File: src/rtl/cpu_pc_gen.sv
// Program-counter generation: sequential stepping, branch/flush redirects and
// a single pending-redirect slot that carries a branch across a pipeline stall.
module cpu_pc_gen #(
  parameter logic [31:0] RESET_PC = 32'hBFC0_0000,
  parameter logic [31:0] PC_STEP  = 32'd4
) (
  input  logic        clk,
  input  logic        rst,
  input  logic        stall,
  input  logic        flush,
  input  logic [31:0] flush_pc,
  input  logic        branch_flag,
  input  logic [31:0] branch_target,
  output logic [31:0] pc,
  output logic        pc_valid,
  output logic        addr_err,
  output logic        branch_pending
);

  logic [31:0] pc_reg, pc_next;
  logic        pc_valid_reg, pc_valid_next;
  logic        pend_reg, pend_next;
  logic [31:0] pend_target_reg, pend_target_next;

  // The edge that first raises pc_valid only validates RESET_PC, so the boot
  // vector is fetched before any stepping or redirect takes effect.
  always_comb begin
    pc_next          = pc_reg;
    pc_valid_next    = 1'b1;
    pend_next        = pend_reg;
    pend_target_next = pend_target_reg;

    if (!pc_valid_reg) begin
      pc_next = pc_reg;
    end else if (flush) begin
      pc_next   = flush_pc;
      pend_next = 1'b0;
    end else if (stall) begin
      if (branch_flag) begin
        pend_next        = 1'b1;
        pend_target_next = branch_target;
      end
    end else if (branch_flag) begin
      pc_next   = branch_target;
      pend_next = 1'b0;
    end else if (pend_reg) begin
      pc_next   = pend_target_reg;
      pend_next = 1'b0;
    end else begin
      pc_next = pc_reg + PC_STEP;
    end
  end

  always_ff @(posedge clk) begin
    if (rst) begin
      pc_reg          <= RESET_PC;
      pc_valid_reg    <= 1'b0;
      pend_reg        <= 1'b0;
      pend_target_reg <= 32'h0000_0000;
    end else begin
      pc_reg          <= pc_next;
      pc_valid_reg    <= pc_valid_next;
      pend_reg        <= pend_next;
      pend_target_reg <= pend_target_next;
    end
  end

  // A misaligned pc is only flagged; recovery is left to CP0 via flush.
  assign pc             = pc_reg;
  assign pc_valid       = pc_valid_reg;
  assign addr_err       = pc_valid_reg & (pc_reg[1:0] != 2'b00);
  assign branch_pending = pend_reg;

endmodule

File: config.mk
export PLATFORM = sky130hd
export DESIGN_NAME = cpu_pc_gen
export DESIGN_NICKNAME = d
export VERILOG_FILES = /design/src/rtl/cpu_pc_gen.sv
export SDC_FILE = /design/constraint.sdc
export NUM_CORES = 1
export LEC_CHECK = 0
export BUFFER_PORTS_ARGS = -buffer_cell sky130_fd_sc_hd__buf_4
export CAP_MARGIN = 20
export CORE_MARGIN = 2
export CORE_UTILIZATION = 25
export CTS_CLUSTER_SIZE = 28
export DETAILED_ROUTE_END_ITERATION = 8
export GPL_TIMING_DRIVEN = 1
export HOLD_SLACK_MARGIN = 0.05
export PLACE_DENSITY = 0.52
export REMOVE_ABC_BUFFERS = 1
export SLEW_MARGIN = 10
export SYNTH_ARGS = -nofsm -noshare
export SYNTH_HDL_FRONTEND = slang
export SYNTH_SLANG_ARGS = --single-unit
File: constraint.sdc
create_clock -name clk -period 5.45 [get_ports clk]
set_input_delay 0.2725 -clock clk [delete_from_list [all_inputs] [get_ports clk]]
set_output_delay 0.2725 -clock clk [all_outputs]
set_load 0.05 [all_outputs]
==> out/summary.log, run 1 <==
INFO  sta            finalCriticalPeriod=2.42ns
INFO  sta            hold_viol_final=0
INFO  setup_path     timing.reg2reg.worst_path_depth=4
INFO  grt            antenna_found_initial=0
INFO  clocking       cts_root_buffer=clkbuf_16
INFO  sta            achievable-frequency=413MHz
INFO  placement      place_hpwl=9900um
INFO  sta            worst_relative_slew_slack=34.3%
INFO  clocking       post-cts-setup-buffers=0
INFO  clocking       cts.hold.buffers_added=0
INFO  clocking       cts.repair.resized=0
INFO  floorplan      start_util=25.4%
INFO  finish         layoutNonFillerInstCount=854
INFO  sta            setup-violations-final=0
INFO  grt            grt_overflow=0
INFO  floorplan      die_y=130um
INFO  setup_path     rrSetupSlack=3.06ns
INFO  sta            worst_clock_skew=0.00607ns
INFO  finish         final.fill_count=1737
INFO  clocking       cts.reportedPaths.clkPinSlew=0.06ns
INFO  clocking       inserted_clock_buffers=9
INFO  setup_path     timing.critical_path.arrival=2.59ns
INFO  setup_path     rr_startpoint=pc_valid$_DFF_P_
INFO  run_status     run_status=completed
INFO  yosys          yosys.area.top_type_share=33.0%
INFO  power          leakage_power=1.93nW
INFO  grt            global_route.usage.total=17.4%
INFO  floorplan      coreArea=0.0158sqmm
INFO  finish         final_layout_size_suffix_gt1_share=19.9%
INFO  setup_path     worst-endpoint-required=5.63ns
INFO  floorplan      chipWidth=130um
INFO  power          power_per_cell_area=271mW/mm^2
INFO  route          vias=4466
INFO  power          peakVddDrop=0.146mV
INFO  yosys          async_reset_ff_share=0%
INFO  yosys          synth.cell_area=0.00400sqmm
INFO  yosys          ys_seq_elements=66
INFO  route          detail_route.iter0.violations=349
INFO  finish         syn2layout_area_growth=29.5%
INFO  yosys          yosys-top-cells-count=nand2_1, dfxtp_1, a21oi_1
INFO  sta            rsz0062_at_grt=no
INFO  placement      final_weighted_congestion_in_routability_driven_placement=0.832
INFO  min_path       min_delay_path_depth=3
INFO  floorplan      placementRows=46
INFO  finish         insertedDiodeCount=0
INFO  sta            fin_worst_hold_slack=0.188ns
INFO  sta            worst_pin_slew=0.984ns
INFO  route          detail-route-antenna-nets=0
INFO  power          total_design_power=1.40mW
INFO  setup_path     critical_path.endpoint_type=flop
INFO  clocking       latest_clock_arrival_within_the_worst_skew_pair=0.34ns
INFO  route          post_drt_via_cell_ratio=5.23
INFO  yosys          seq_area_frac_synth=33.0%
INFO  setup_path     start_kind=input port
INFO  sta            timing.final.crit_share=44.4%
INFO  yosys          syn_area_per_cell=7.13squm
INFO  floorplan      pin_count=104
INFO  route          drcViolationCount=0
INFO  clocking       htree_levels=3
INFO  floorplan      die_area=0.0170sqmm
INFO  clocking       cts_sinks=66
INFO  route          totalWireLength=14600um
INFO  sta            setup-tns-final=0ns
INFO  yosys          yosys_warnings=0
INFO  sta            drv_slew=0
INFO  route          avgRoutedWirePerCell=17.1um
INFO  yosys          ys.flop_type=dfxtp_1
INFO  yosys          postSynthCellCount=561
INFO  placement      place.port_buffers=103
INFO  grt            grt_max_degree=68
INFO  route          dr.pass1.iters=5
INFO  clocking       clk_path_buf_depth=2
INFO  grt            grt_first_pass_wirelength=22800um
INFO  yosys          synthMostInstantiatedCell=nand2_1
INFO  yosys          synthDominantAreaCellType=dfxtp_1
INFO  finish         num-nets-final=704
INFO  yosys          synth.top_cells.by_area=dfxtp_1, nand2_1, a21oi_1
INFO  yosys          synth_edf_count=0
INFO  clocking       cts_tree=yes
INFO  setup_path     regToRegEndpoint=pc[24]$_SDFFE_PP1P_
INFO  min_path       worst_hold_path_type=input port to flop
INFO  setup_path     timing_worst_setup_path_type=input port to flop
INFO  placement      numPlacedInstances=839
INFO  grt            vias_in_the_first_global_route=4118
INFO  setup_path     critical_path_peak_fanout=52
INFO  min_path       hp-start=branch_target[15]
INFO  min_path       holdPathEnd=pend_target_reg[15]$_SDFFE_PP0P_
INFO  yosys          synth.lib_cells_used.distinct=58
INFO  run            max-cap-violations=0
## placed cells by master, fill, tap and decap left out, types with 5 or more instances in the layout
cell type / count
clkbuf_16: 9
o211ai_1: 6
nor2_1: 29
buf_4: 106
nand2_1: 115
nor4_1: 7
nand2b_1: 7
nand3_1: 26
mux2i_1: 10
a21oi_1: 62
o21ai_0: 42
xor2_1: 6
a211oi_1: 6
a2111oi_0: 5
dfxtp_1: 66
nor3_1: 14
nand4_1: 15
inv_1: 6
nor2b_1: 8
and3_1: 8
o22ai_1: 7
## cell type report
type	instances	area [sq um]	share of cell area, %
clock buffer	12	246	4.76
clock inverter	3	40.0	0.773
inverter	6	22.5	0.435
multi-input combinational	445	2480	47.9
sequential	66	1320	25.5
tap	216	270	5.22
timing repair buffer	106	796	15.4
## per-stage QoR
stage / area (sq um) / util, % / setup slack (ns)
detailed placement: 4890 / 31.0 / 2.72
CTS: 5180 / 32.8 / 3.04
floorplan: 3820 / - / 2.98
global placement: 4890 / 31.0 / 2.83
global route: 5180 / 32.8 / 2.81
finish: 5180 / 32.8 / 3.03
## cells by family (layout without fill, tap and decap cells)
kind of cell	Yosys count	count (layout)	synth area share, %
compound gates	166	166	25.5
xor+xnor	10	10	2.19
fa+ha+maj	1	1	0.313
buf+inv	50	127	5.07
flops	66	66	33.0
mux	11	11	2.78
simple gates	257	257	31.1
## power by group
group | switching (mW) | internal [mW] | total, mW
logic | 0.180 | 0.105 | 0.285
clock network | 0.213 | 0.363 | 0.575
registers | 0.0374 | 0.507 | 0.544
total | 0.430 | 0.975 | 1.40
## worst max-delay path: stages
cell	delay, ns
buf_4	0.42
nand2b_1	0.35
nand2_1	0.64
nor2_1	0.61
a32o_1	0.21
a211oi_2	0.04
## per-layer routing
metal / share of wire [%] / vias to the layer above / global-route usage, %
met4: 1.3 / 0 / 5.19
li1: - / 2188 / -
met1: 44 / 2099 / 23.1
met3: 6.7 / 18 / 2.93
met2: 48 / 161 / 28.8
met5: 0 / - / 0
## how the worst max path moves through the flow
stage                                start             endpoint  depth (start not counted)
6_report                             flush  pc[24]$_SDFFE_PP1P_                          6
4_1_cts                   pc_valid$_DFF_P_  pc[24]$_SDFFE_PP1P_                          4
3_3_place_gp                         flush  pc[24]$_SDFFE_PP1P_                          6
3_5_place_dp                         flush  pc[24]$_SDFFE_PP1P_                          6
5_1_grt                              flush  pc[24]$_SDFFE_PP1P_                          6
2_1_floorplan  branch_pending$_SDFFE_PP0P_  pc[23]$_SDFFE_PP1P_                          5
Power figures use the tool's default switching activity.
==> run 2: changes to the inputs <==
--- a/config.mk
+++ b/config.mk
@@ -13,7 +13,7 @@
 export DETAILED_ROUTE_END_ITERATION = 8
 export GPL_TIMING_DRIVEN = 1
 export HOLD_SLACK_MARGIN = 0.05
-export PLACE_DENSITY = 0.52
+export PLACE_DENSITY = 0.53
 export REMOVE_ABC_BUFFERS = 1
 export SLEW_MARGIN = 10
 export SYNTH_ARGS = -nofsm -noshare
==> constraint.sdc (replaced) <==
create_clock -name clk -period 2.02 [get_ports clk]
set_input_delay 0.101 -clock clk [delete_from_list [all_inputs] [get_ports clk]]
set_output_delay 0.101 -clock clk [all_outputs]
set_load 0.05 [all_outputs]
==> out/summary.log, run 2 (synthesis gave the netlist of run 1 again) <==
INFO  run_status     run_status=completed
INFO  finish         layout.area.seq=0.00132sqmm
INFO  sta            worst_pin_slew=0.565ns
INFO  placement      final_weighted_congestion_in_routability_driven_placement=0.917
INFO  placement      placed_area=0.00514sqmm
INFO  finish         syn2layout_area_growth=43.4%
INFO  power          internal_power=2.59mW
INFO  power          leakage_power=2.22nW
INFO  sta            finalCriticalPeriod=1.86ns
INFO  clocking       cts_tree=yes
INFO  floorplan      pin_count=104
INFO  setup_path     worst-endpoint-required=2.30ns
INFO  sta            worst_clock_skew=0.00831ns
INFO  power          combinational_power_share=23.9%
INFO  grt            grt_first_pass_wirelength=24700um
INFO  placement      place_hpwl=11800um
INFO  power          power_per_cell_area=664mW/mm^2
INFO  power          swShare=32.0%
INFO  finish         num-nets-final=770
INFO  power          clock_power_share=38.1%
INFO  setup_path     timing.critical_path.arrival=2.14ns
INFO  power          seq_power_share=37.9%
INFO  placement      post-place-ws=0.205ns
INFO  min_path       worst_hold_path_type=input port to flop
INFO  finish         final_area=0.00574sqmm
INFO  floorplan      die_y=130um
INFO  power          peakVddDrop=0.310mV
INFO  finish         layoutNonFillerInstCount=921
INFO  route          dr.pass1.iters=5
INFO  grt            vias_in_the_first_global_route=4433
INFO  clocking       latest_clock_arrival_within_the_worst_skew_pair=0.34ns
INFO  clocking       clk_path_buf_depth=2
INFO  clocking       cts_root_buffer=clkbuf_16
INFO  route          detail_route.iter0.violations=394
INFO  clocking       cts_sinks=66
INFO  route          drcViolationCount=0
INFO  sta            drv_slew=0
INFO  floorplan      placementRows=46
INFO  floorplan      die_area=0.0170sqmm
INFO  sta            fin_worst_hold_slack=0.0735ns
INFO  floorplan      start_util=25.4%
INFO  grt            grt_max_degree=37
INFO  grt            global_route.usage.total=19.0%
INFO  grt            grt_overflow=0
INFO  finish         final.fill_count=1723
INFO  finish         insertedDiodeCount=0
INFO  setup_path     critical_path_peak_fanout=10
INFO  route          totalWireLength=16300um
INFO  route          detail-route-antenna-nets=0
INFO  run            max-cap-violations=0
INFO  grt            antenna_found_initial=0
INFO  finish         mostFrequentLayoutCell=buf_4
INFO  sta            postLayoutSetupSlackWorst=0.157ns
INFO  floorplan      coreArea=0.0158sqmm
INFO  sta            worst_relative_slew_slack=61.4%
INFO  placement      numPlacedInstances=872
INFO  route          avgRoutedWirePerCell=17.7um
INFO  route          post_drt_via_cell_ratio=5.16
INFO  finish         most_frequent_cells_in_the_layout=buf_4, nand2_1, dfxtp_1
INFO  setup_path     crit_path_cell_trace=nand4_1, nor3_1, nand3_2, or4_1, nand3_1
INFO  clocking       cts.reportedPaths.clkPinSlew=0.06ns
INFO  placement      place.port_buffers=103
INFO  setup_path     timing_worst_setup_path_type=flop to flop
INFO  route          vias=4753
INFO  floorplan      chipWidth=130um
INFO  sta            achievable-frequency=537MHz
INFO  power          power.net_switching=1.22mW
INFO  clocking       htree_levels=3
INFO  finish         multi_input_comb_area=0.00248sqmm
INFO  sta            timing.final.crit_share=92.2%
INFO  setup_path     max_stage_delay=0.50ns
INFO  setup_path     critical_path.endpoint_type=flop
INFO  sta            rsz0062_at_grt=no
INFO  setup_path     start_kind=flop
INFO  sta            hold_viol_final=0
INFO  sta            setup-violations-final=0
INFO  power          total_design_power=3.81mW
INFO  setup_path     critical-path-slowest-cell=dfxtp_1
INFO  finish         final_layout_size_suffix_gt1_share=22.8%
INFO  clocking       inserted_clock_buffers=9
[run 2: cell types whose count changed in the layout (fill, tap and decap cells not counted)]
cell | before | now
buf_4 | 106 | 139
dlygate4sd3_1 | 0 | 33
bufinv_16 | 1 | 0
clkbuf_1 | 2 | 3
clkinv_2 | 2 | 3
nor2_2 | 0 | 1
nor2_4 | 1 | 0
nor4_1 | 7 | 6
nor4_2 | 0 | 1
[run 2: what timing repair did]
item / CTS / global route
endpoints found under the setup margin: 0 / 1
hold buffers: 33 / 0
buffers inserted: 0 / 0
resized for setup: 0 / 1
hold endpoints to repair: 33 / 0
[run 2: layout make-up]
| type | instances | area share [%] |
|---|---|---|
| clock inverter | 3 | 0.262 |
| clock buffer | 13 | 4.36 |
| inverter | 6 | 0.392 |
| timing repair buffer | 172 | 23.9 |
| multi-input combinational | 445 | 43.3 |
| tap | 216 | 4.71 |
| sequential | 66 | 23.0 |
[run 2: path summary, 6_finish.rpt]
path	start	endpoint	cells past startpoint	slack, ns
worst max-delay path	pc[18]$_SDFFE_PP0P_	pc[28]$_SDFFE_PP1P_	5	0.16
worst min-delay path	flush_pc[10]	pc[10]$_SDFFE_PP0P_	3	0.07
worst max register to register	pc[18]$_SDFFE_PP0P_	pc[28]$_SDFFE_PP1P_	5	0.16
worst min register to register	pend_target_reg[10]$_SDFFE_PP0P_	pend_target_reg[10]$_SDFFE_PP0P_	2	0.45
[run 2: power by group through the flow]
| stage | Clock [mW] | Sequential (mW) | Combinational [mW] |
|---|---|---|---|
| 2_1_floorplan | 0 | 1.64 | 0.256 |
| 3_3_place_gp | 0 | 1.47 | 0.854 |
| 3_5_place_dp | 0 | 1.47 | 0.858 |
| 4_1_cts | 1.49 | 1.44 | 0.912 |
| 5_1_grt | 1.55 | 1.46 | 0.977 |
| 6_report | 1.45 | 1.45 | 0.913 |
[run 2: per-stage QoR]
step | setup TNS [ns] | util, %
CTS | 0 | 36.3
global route | 0 | 36.4
finish | 0 | 36.4
detailed placement | 0 | 32.6
global placement | 0 | 32.6
floorplan | -10.84 | -
[run 2: worst max-delay path, delay by kind of cell, from the launching register on]
family,cells,cell delay (ns)
DFF,1,0.50
and+or+nand+nor,5,1.30
[run 2: per-layer routing]
layer / vias up / routed length, um / track usage [%]
li1: 2311 / - / -
met1: 2251 / 7310 / 25.6
met2: 177 / 7690 / 31.2
met3: 14 / 1100 / 3.58
met4: 0 / 193 / 5.51
met5: - / 0 / 0
